==> src/rtl/seg7_scan_mux.sv <==
// Seven-segment display sequencer: picks one of eight ALU-side nibbles, either
// statically from a config field or by auto-rotation at a programmable dwell.
module seg7_scan_mux #(
  parameter int DWELL = 50000,
  parameter int CNT_W = 24
) (
  input  logic       clk,
  input  logic       rstb,
  input  logic       ena,
  input  logic       auto,
  input  logic [2:0] sel,
  input  logic [7:0] a,
  input  logic [7:0] b,
  input  logic [7:0] f,
  input  logic [7:0] flags,
  output logic [7:0] seg,
  output logic [2:0] nibble_idx,
  output logic       update
);

  localparam logic [CNT_W-1:0] TERM = CNT_W'(DWELL - 1);

  logic [CNT_W-1:0] prescaler;
  logic [3:0]       nibble;
  logic [6:0]       glyph;

  function automatic logic [6:0] hex_decode(input logic [3:0] n);
    case (n)
      4'h0: hex_decode = 7'h3F;
      4'h1: hex_decode = 7'h06;
      4'h2: hex_decode = 7'h5B;
      4'h3: hex_decode = 7'h4F;
      4'h4: hex_decode = 7'h66;
      4'h5: hex_decode = 7'h6D;
      4'h6: hex_decode = 7'h7D;
      4'h7: hex_decode = 7'h07;
      4'h8: hex_decode = 7'h7F;
      4'h9: hex_decode = 7'h6F;
      4'hA: hex_decode = 7'h77;
      4'hB: hex_decode = 7'h7C;
      4'hC: hex_decode = 7'h39;
      4'hD: hex_decode = 7'h5E;
      4'hE: hex_decode = 7'h79;
      default: hex_decode = 7'h71;
    endcase
  endfunction

  // NOTE: assign a default before the case so no path leaves nibble unassigned (no latch).
  always_comb begin
    nibble = f[3:0];
    case (nibble_idx)
      3'd0: nibble = f[3:0];
      3'd1: nibble = f[7:4];
      3'd2: nibble = a[3:0];
      3'd3: nibble = a[7:4];
      3'd4: nibble = b[3:0];
      3'd5: nibble = b[7:4];
      3'd6: nibble = flags[3:0];
      3'd7: nibble = flags[7:4];
      default: nibble = f[3:0];
    endcase
    glyph = hex_decode(nibble);
  end

  // Static mode always reloads sel, so leaving auto mode on a terminal-count
  // edge naturally lets the static load win over the increment.
  // NOTE: non-blocking assignments so every register sees pre-edge values of the others.
  always_ff @(posedge clk) begin
    if (!rstb) begin
      prescaler  <= '0;
      nibble_idx <= 3'd0;
      seg        <= 8'h00;
      update     <= 1'b0;
    end else if (!ena) begin
      update <= 1'b0;
    end else begin
      seg <= {nibble_idx[0], glyph};
      if (!auto) begin
        prescaler  <= '0;
        nibble_idx <= sel;
        update     <= (sel != nibble_idx);
      end else if (prescaler == TERM) begin
        prescaler  <= '0;
        nibble_idx <= nibble_idx + 3'd1;
        update     <= 1'b1;
      end else begin
        prescaler  <= prescaler + CNT_W'(1);
        update     <= 1'b0;
      end
    end
  end

endmodule

==> config.mk <==
export PLATFORM = sky130hd
export DESIGN_NAME = seg7_scan_mux
export DESIGN_NICKNAME = d
export VERILOG_FILES = /design/src/rtl/seg7_scan_mux.sv
export SDC_FILE = /design/constraint.sdc
export NUM_CORES = 1
export LEC_CHECK = 0
export ABC_AREA = 1
export CAP_MARGIN = 0
export CORE_UTILIZATION = 55
export CTS_CLUSTER_SIZE = 40
export DETAILED_ROUTE_END_ITERATION = 8
export HOLD_SLACK_MARGIN = 0.15
export PLACE_DENSITY_LB_ADDON = 0.15
export SYNTH_ARGS = -nofsm -noshare
export SYNTH_HDL_FRONTEND = slang
export SYNTH_SLANG_ARGS = --single-unit
==> constraint.sdc <==
create_clock -name clk -period 3.75 [get_ports clk]
set_input_delay 0.75 -clock clk [delete_from_list [all_inputs] [get_ports clk]]
set_output_delay 0.75 -clock clk [all_outputs]
set_load 0.02 [all_outputs]
==> results of run 1 <==
## cell families (layout without fill, tap and decap cells)
family,count (synthesis),in the layout,synth area share
simple gates,219,219,0.417
buf+inv,44,94,0.0869
compound gates,37,37,0.0811
flops,36,36,0.301
fa+ha+maj,14,14,0.0733
xor+xnor,11,11,0.0403
## layout by cell type (no fill, tap or decap), drive strengths merged
cell,count
nand2,84
nor2,52
clkdlybuf4s50,50
nand3,49
dfxtp,36
inv,36
a21oi,22
nor3,15
ha,14
o21ai,12
xor2,10
clkbuf,6
nand4,5
or2,5
nor4,3
nor3b,3
and3,1
nand3b,1
xnor2,1
a31oi,1
o211a,1
o211ai,1
or3,1
clkinv,1
buf,1
## worst max path at each step
stage	start	end	slack (ns)	cells past startpoint
after floorplan	nibble_idx[2]	seg[3]	1.33	14
after global placement	ena	prescaler[22]	1.00	9
after detailed placement	ena	prescaler[22]	0.92	9
after CTS	nibble_idx[2]	seg[6]	0.93	12
after global routing	nibble_idx[2]	seg[1]	0.62	13
final	nibble_idx[2]	seg[6]	0.92	12
## routing by layer
metal  wire length, um  share of wire  GRT usage  up-vias
li1                  -              -          -     1282
met1              2650           0.45      0.344     1110
met2              2790           0.48      0.480       73
met3               352          0.060     0.0583        8
met4                66          0.011     0.0833        0
met5                 0              0          0        -
## flip-flops by register name, indices dropped and copies added, names as in the netlist
name        cells
nibble_idx      3
prescaler      24
seg             8
update          1
## where the power goes
part	internal [uW]	switching, uW	total, uW
Clock	126	132	258
Sequential	396	9.91	406
Combinational	103	123	225
Total	625	265	890
## Yosys cell counts (all sizes together)
| library cell | number | area, um^2 |
|---|---|---|
| nor2 | 52 | 208 |
| nand2 | 84 | 333 |
| o21ai | 12 | 60.1 |
| nand3b | 1 | 7.51 |
| nor4 | 3 | 18.8 |
| a21oi | 22 | 110 |
| ha | 14 | 175 |
| or3 | 1 | 6.26 |
| and3 | 1 | 6.26 |
| a31oi | 1 | 6.26 |
| inv | 36 | 138 |
| or2 | 5 | 33.8 |
| nand3 | 49 | 250 |
| nor3b | 3 | 22.5 |
| nand4 | 5 | 31.3 |
| buf | 8 | 70.1 |
| nor3 | 15 | 80.1 |
| o211a | 1 | 10.0 |
| xor2 | 10 | 87.6 |
| o211ai | 1 | 7.51 |
| dfxtp | 36 | 721 |
| xnor2 | 1 | 8.76 |
## tightest hold or removal path: stages, from the launching register on
cell	delay [ns]
dfxtp_1	0.32
nand2_1	0.06
a21oi_1	0.06
## cell type report
type | count | area [um^2] | area share
clock buffers | 6 | 72.6 | 0.0244
clock inverters | 1 | 5.00 | 0.00169
inverters | 36 | 138 | 0.0464
repair buffers | 51 | 508 | 0.171
flip-flops and latches | 36 | 721 | 0.243
well taps | 50 | 62.6 | 0.0211
multi-input cells | 281 | 1460 | 0.493
## through the flow
stage	total power, uW	instances
CTS	897	461
floorplan	551	361
detailed placement	638	454
global route	940	461
global placement	635	454
finish	890	461
==> out/qor.csv, run 1 <==
metric,value,unit
# port buffers,50,
Hold Crit Class,reg2reg,
CTS Hold Bufs,0,
Syn Nets,414,
reg2reg path depth,12,
CP Launch Type,flip-flop,
RSZ-0062 raised after global routing,false,
Reg2Reg Capture Point,seg[6],
diode count,0,
post-synthesis sequential area ratio,0.301,
CTS H-tree lvls,2,
Initial Util,0.585,
Worst Hold End,seg[6],
hold path cells,2,
kind of critical path,reg2reg,
grt ovf,0,
"Design Area, Final",2970,um^2
worst-case clock buffer depth,2,
# setup viols final,0,
Layout Skew,0.00199,ns
Worst Slack Setup Final,0.921,ns
initial antenna violation count,0,
root buf cell,clkbuf_8,
CP Cell Sequence,"inv_2, ha_1, nor2_1, nand3_2, or2_2, nand2_1, inv_1, ha_1, nand3b_1, nand3_1, nand3_1, a21oi_1",
IO Pins,51,
Cells after Synth,361,
Final period util,0.754,
fill cell count,346,
clock latency on the worst-skew pair,0.29,ns
Post-DRT Antenna Nets,0,
Static Leak,0.00122,uW
dpl hpwl,4.52,mm
worst endpoint required time,3.97,ns
Final Util,0.727,
pin count of the biggest net entering global routing,27,
Peak VDD IR,0.000306,V
Final TNS setup,0,ns
worst hold slack,0.482,ns
Rows,23,
"delay-heaviest family, CP",simple AND/OR/NAND/NOR gates,
layout net count,464,
GRT Total Usage,0.279,
layout cell share with drive strength beyond 1,0.0584,
Die Y,67.9,um
Setup Buffers After CTS,0,
max-slew violation count,0,
drt total wl,5.87,mm
FF-to-FF setup slack,0.92,ns
TritonCTS buffer count,5,
Slew HR,0.617,
crit-path max cell delay,0.66,ns
pre-CTS setup slack,0.916,ns
TritonCTS clock tree,built,
first-pass GRT wire length,9.76,mm
Final Hold Viols,0,
"flops & latches, synth",36,
drt pass-1 iters,4,
Die Wd,67.9,um
CP Capture Type,flip-flop,
vias in the first global route,2297,
"Distinct cells, synth",34,
core footprint,4090,um^2
Worst Path Buf+Inv,2,
Vias per Instance,5.36,
DRC Markers,0,
Post-Syn Area,2390,um^2
CTS-repair resized insts,0,
P per Cell Area,300,nW/um^2
Max-Cap Viols,0,
Syn. warnings,0,
total vias in the final route,2473,
origin of the critical flop-to-flop path,nibble_idx[2],
die area,4620,um^2
worst hold path startpoint,seg[6],
Iter 0 DRT Violations,155,
area grow syn2layout,24.2,%
routability congestion estimate,0.917,
critical path's slowest cell,dfxtp_1,
run status,"finished, final reports clean",
area of placed instances,2890,um^2
clock slew at reported path FFs,0.07,ns
"Avg Cell Area, Syn",6.62,um^2
Wirelength per Cell,12.7,um
worst-path fanout max,16,
min cycle time layout,2.83,ns
Fmax,0.354,GHz
CP arrival,3.05,ns
clk sinks,36,
Slew @ Worst Pin,0.572,ns
(Power assumes the default switching activity.)
==> inputs of run 2 (changes only) <==
Settings changed: CORE_UTILIZATION 55 to 51.
Clock period 3.75 ns to 2.75 ns, I/O delays scaled along.
==> out/qor.csv, run 2 (synthesis results as in run 1) <==
metric,value,unit,change
Vias per Instance,5.30,,-1.2%
Worst setup startpoint,nibble_idx[0],,
dpl hpwl,4.48,mm,-0.96%
Final TNS setup,0,ns,unchanged
RSZ-0062 raised after global routing,false,,
clock slew at reported path FFs,0.08,ns,about the same
Layout Skew,0.00916,ns,+0.00717 ns
max-slew violation count,0,,unchanged
drt total wl,5.79,mm,-1.4%
Rows,24,,+4.3%
root buf cell,clkbuf_8,,
# port buffers,50,,unchanged
CTS H-tree lvls,2,,unchanged
P per Cell Area,422,nW/um^2,+41%
CTS Hold Bufs,0,,unchanged
hold path cells,2,,unchanged
worst endpoint required time,2.93,ns,-1.04 ns
area grow syn2layout,25.4,%,
routability congestion estimate,0.958,,+4.5%
Final period util,0.910,,+0.155
Iter 0 DRT Violations,160,,+3.2%
diode count,0,,unchanged
origin of the critical flop-to-flop path,nibble_idx[0],,
Hold Crit Class,reg2reg,,
CP arrival,2.68,ns,-0.37 ns
TritonCTS clock tree,built,,
Slew HR,0.673,,+0.0562
# setup viols final,0,,unchanged
vias in the first global route,2212,,-3.7%
"commonest non-fill, non-tap cell in the layout",nand2_1,,
DRC Markers,4,,+4
Initial Util,0.538,,-0.0471
reg2reg path depth,14,,+2
most frequent cells in the layout,"nand2_1 (79), clkdlybuf4s50_1 (50), nor2_1 (49)",,
Fmax,0.400,GHz,+13%
Biggest register,prescaler,,
grt ovf,0,,unchanged
total vias in the final route,2464,,-0.36%
Worst Slack Setup Final,0.248,ns,-0.673 ns
pin count of the biggest net entering global routing,27,,unchanged
Post-DRT Antenna Nets,0,,unchanged
worst-path fanout max,7,,-9
run status,"complete, but fails checks",,
failing checks,DRC,,
Static Leak,0.00124,uW,+1.3%
die area,4970,um^2,+7.6%
pre-CTS setup slack,0.267,ns,-0.649 ns
Peak VDD IR,0.000482,V,+57%
Setup Buffers After CTS,0,,unchanged
GRT Total Usage,0.248,,-0.0306
Max-Cap Viols,0,,unchanged
TritonCTS buffer count,5,,unchanged
Slew @ Worst Pin,0.488,ns,-0.0843 ns
Final Hold Viols,0,,unchanged
clk sinks,36,,unchanged
first-pass GRT wire length,9.91,mm,+1.6%
CP Capture Type,flip-flop,,
Largest regs,"prescaler: 24 flops, seg: 8 flops, nibble_idx: 3 flops",,
clock latency on the worst-skew pair,0.29,ns,about the same
initial antenna violation count,0,,unchanged
max reg flops,24,,unchanged
IO Pins,51,,unchanged
kind of critical path,reg2reg,,
Die Wd,70.5,um,+3.7%
layout cell share with drive strength beyond 1,0.0654,,+0.00698
drt pass-1 iters,6,,+2
min cycle time layout,2.50,ns,-0.327 ns
Wirelength per Cell,12.4,um,-2.2%
worst-case clock buffer depth,2,,unchanged
Die Y,70.5,um,+3.7%
CTS-repair resized insts,0,,unchanged
CP Launch Type,flip-flop,,
layout net count,465,,+0.22%
worst hold path startpoint,seg[2],,
core footprint,4440,um^2,+8.8%
## run 2: layer usage
metal,vias up,share of wire,GRT usage
met4,0,0.0093,0.0590
li1,1276,-,-
met1,1122,0.47,0.342
met5,-,0,0
met2,59,0.46,0.402
met3,7,0.056,0.0418
## run 2: critical path, stage by stage, from the launching register on
cell	delay, ns
dfxtp_1	0.35
ha_1	0.23
ha_1	0.26
nor2_1	0.18
nand3_2	0.12
or2_2	0.29
nand2_1	0.19
inv_1	0.12
ha_1	0.30
nand3_1	0.08
nand2_1	0.05
nand2_1	0.08
nand2_1	0.06
nand2_1	0.06
a21oi_1	0.05
## run 2: report_power, final
part,internal (uW),switching [uW],total [uW]
Sequential,540,11.1,551
Combinational,140,170,310
Clock,205,199,403
Total,885,379,1260
## run 2: layout make-up
type                            instances  area (um^2)
Clock buffer                            6         82.6
Clock inverter                          2         13.8
Fill cell                             410         1450
Inverter                               36          138
Multi-Input combinational cell        281         1460
Sequential cell                        36          721
Tap cell                               52         65.1
Timing Repair Buffer                   52          515
## run 2: through the flow
step,util,hold WS (ns),cells,total power (uW),cell area (um^2)
2_1_floorplan,-,0.452,361,751,2390
3_3_place_gp,0.653,0.454,457,868,2900
5_1_grt,0.675,0.496,465,1340,3000
6_report,0.675,0.473,465,1260,3000
4_1_cts,0.675,0.469,465,1280,3000
3_5_place_dp,0.653,0.457,457,870,2900
## run 2: final timing paths
| check | end | slack (ns) |
|---|---|---|
| worst min register to register | seg[2] | 0.47 |
| worst min-delay path | seg[2] | 0.47 |
| worst max-delay path | seg[3] | 0.25 |
| worst max register to register | seg[3] | 0.25 |
==> inputs of run 3 (changes only) <==
Settings changed: CORE_UTILIZATION 51 to 53, CTS_BUF_LIST set to sky130_fd_sc_hd__clkbuf_2.
==> out/qor.csv, run 3 (synthesis results as in run 1) <==
metric,value,unit,change
Die Y,69.2,um,-1.9%
clk sinks,36,,unchanged
Vias per Instance,5.32,,+0.31%
grt ovf,0,,unchanged
Die Wd,69.2,um,-1.9%
"delay-heaviest family, CP",simple AND/OR/NAND/NOR gates,,
max reg flops,24,,unchanged
initial antenna violation count,0,,unchanged
Fmax,0.416,GHz,+4.0%
Slew @ Worst Pin,0.502,ns,+0.0138 ns
DRC Markers,0,,-4
Worst Path Buf+Inv,2,,+1
critical path's slowest cell,dfxtp_1,,
Static Leak,0.00122,uW,-1.6%
Post-DRT Antenna Nets,0,,unchanged
Final Hold Viols,0,,unchanged
crit-path max cell delay,0.38,ns,+0.03 ns
CTS-repair resized insts,0,,unchanged
Final TNS setup,0,ns,unchanged
Rows,24,,unchanged
# port buffers,50,,unchanged
drt total wl,5.81,mm,+0.50%
clock slew at reported path FFs,0.18,ns,+0.10 ns
CP Cell Sequence,"ha_1, ha_1, nor2_1, nand2_1, nor2_1, nand2_1, nand3_1, inv_1, ha_1, inv_1, o21ai_0, nand2_1, nand2_1, a21oi_1",,
Initial Util,0.549,,+0.0111
CTS Hold Bufs,0,,unchanged
Final Util,0.678,,+0.00304
run status,"finished, final reports clean",,
total vias in the final route,2477,,+0.53%
worst-path fanout max,6,,-1
# setup viols final,0,,unchanged
Setup Buffers After CTS,0,,unchanged
die area,4780,um^2,-3.7%
kind of critical path,reg2reg,,
routability congestion estimate,0.909,,-5.1%
fill cell count,389,,-5.1%
layout net count,466,,+0.22%
dpl hpwl,4.52,mm,+0.97%
Max-Cap Viols,0,,unchanged
Iter 0 DRT Violations,176,,+10%
drt pass-1 iters,5,,-1
CTS H-tree lvls,2,,unchanged
core footprint,4350,um^2,-2.0%
GRT Total Usage,0.254,,+0.00577
Wirelength per Cell,12.5,um,+0.29%
root buf cell,clkbuf_2,,
CP arrival,2.73,ns,+0.05 ns
worst hold slack,0.487,ns,+0.0143 ns
layout cell share with drive strength beyond 1,0.0652,,-0.000158
TritonCTS buffer count,5,,unchanged
first-pass GRT wire length,9.92,mm,+0.14%
Final period util,0.875,,-0.0353
worst endpoint required time,3.08,ns,+0.15 ns
area of the multi-input gates,1460,um^2,unchanged
area grow syn2layout,23.4,%,
Slew HR,0.664,,-0.00923
pin count of the biggest net entering global routing,27,,unchanged
min cycle time layout,2.40,ns,-0.0972 ns
worst-case clock buffer depth,2,,unchanged
Worst Slack Setup Final,0.345,ns,+0.0972 ns
vias in the first global route,2258,,+2.1%
FF+latch area,721,um^2,unchanged
CP dominant cell by count,nand2_1,,
TritonCTS clock tree,built,,
Hold Crit Class,reg2reg,,
P per Cell Area,375,nW/um^2,-11%
Layout Skew,0.0183,ns,+0.00914 ns
diode count,0,,unchanged
Largest regs,"prescaler: 24 flops, seg: 8 flops, nibble_idx: 3 flops",,
Peak VDD IR,0.000382,V,-21%
CP Launch Type,flip-flop,,
"commonest non-fill, non-tap cell in the layout",nand2_1,,
max-slew violation count,0,,unchanged
pre-CTS setup slack,0.351,ns,+0.0837 ns
RSZ-0062 raised after global routing,false,,
IO Pins,51,,unchanged
most frequent cells in the layout,"nand2_1 (79), clkdlybuf4s50_1 (50), nor2_1 (49)",,
clock latency on the worst-skew pair,0.39,ns,+0.10 ns
CP Capture Type,flip-flop,,
Biggest register,prescaler,,
run 3: metal layers:
metal  wire length, um  vias to the layer above  global-route usage
met5                 0                        -                   0
met4                90                        0              0.0862
met3               263                        8              0.0526
met2              2730                       67               0.424
met1              2730                     1116               0.324
li1                  -                     1286                   -
run 3: worst paths after layout:
| check | from | end | slack (ns) | cells past startpoint |
|---|---|---|---|---|
| setup / recovery | nibble_idx[0] | seg[0] | 0.35 | 14 |
| hold / removal | seg[4] | seg[4] | 0.49 | 2 |
| setup reg to reg | nibble_idx[0] | seg[0] | 0.35 | 14 |
| hold reg to reg | seg[4] | seg[4] | 0.49 | 2 |
run 3: final cells by class:
cell class | count | share of cell area
Timing Repair Buffer | 53 | 0.177
Clock inverter | 2 | 0.00382
Multi-Input combinational cell | 281 | 0.496
Clock buffer | 6 | 0.0102
Tap cell | 52 | 0.0221
Sequential cell | 36 | 0.244
Inverter | 36 | 0.0466
run 3: tightest hold or removal path: stages (launching register included):
cell and delay, ns:
dfxtp_1 0.35, nand2_1 0.06, a21oi_1 0.05
run 3: metrics by stage:
step,instances,power [uW],instance area [um^2]
6_report,466,1110,2950
3_3_place_gp,458,870,2910
4_1_cts,466,1110,2950
3_5_place_dp,458,872,2910
2_1_floorplan,361,751,2390
5_1_grt,466,1170,2950
run 3: power breakdown:
part / total (uW) / internal (uW) / switching, uW
registers: 553 / 541 / 11.7
clock network: 242 / 63.5 / 179
logic: 310 / 143 / 166
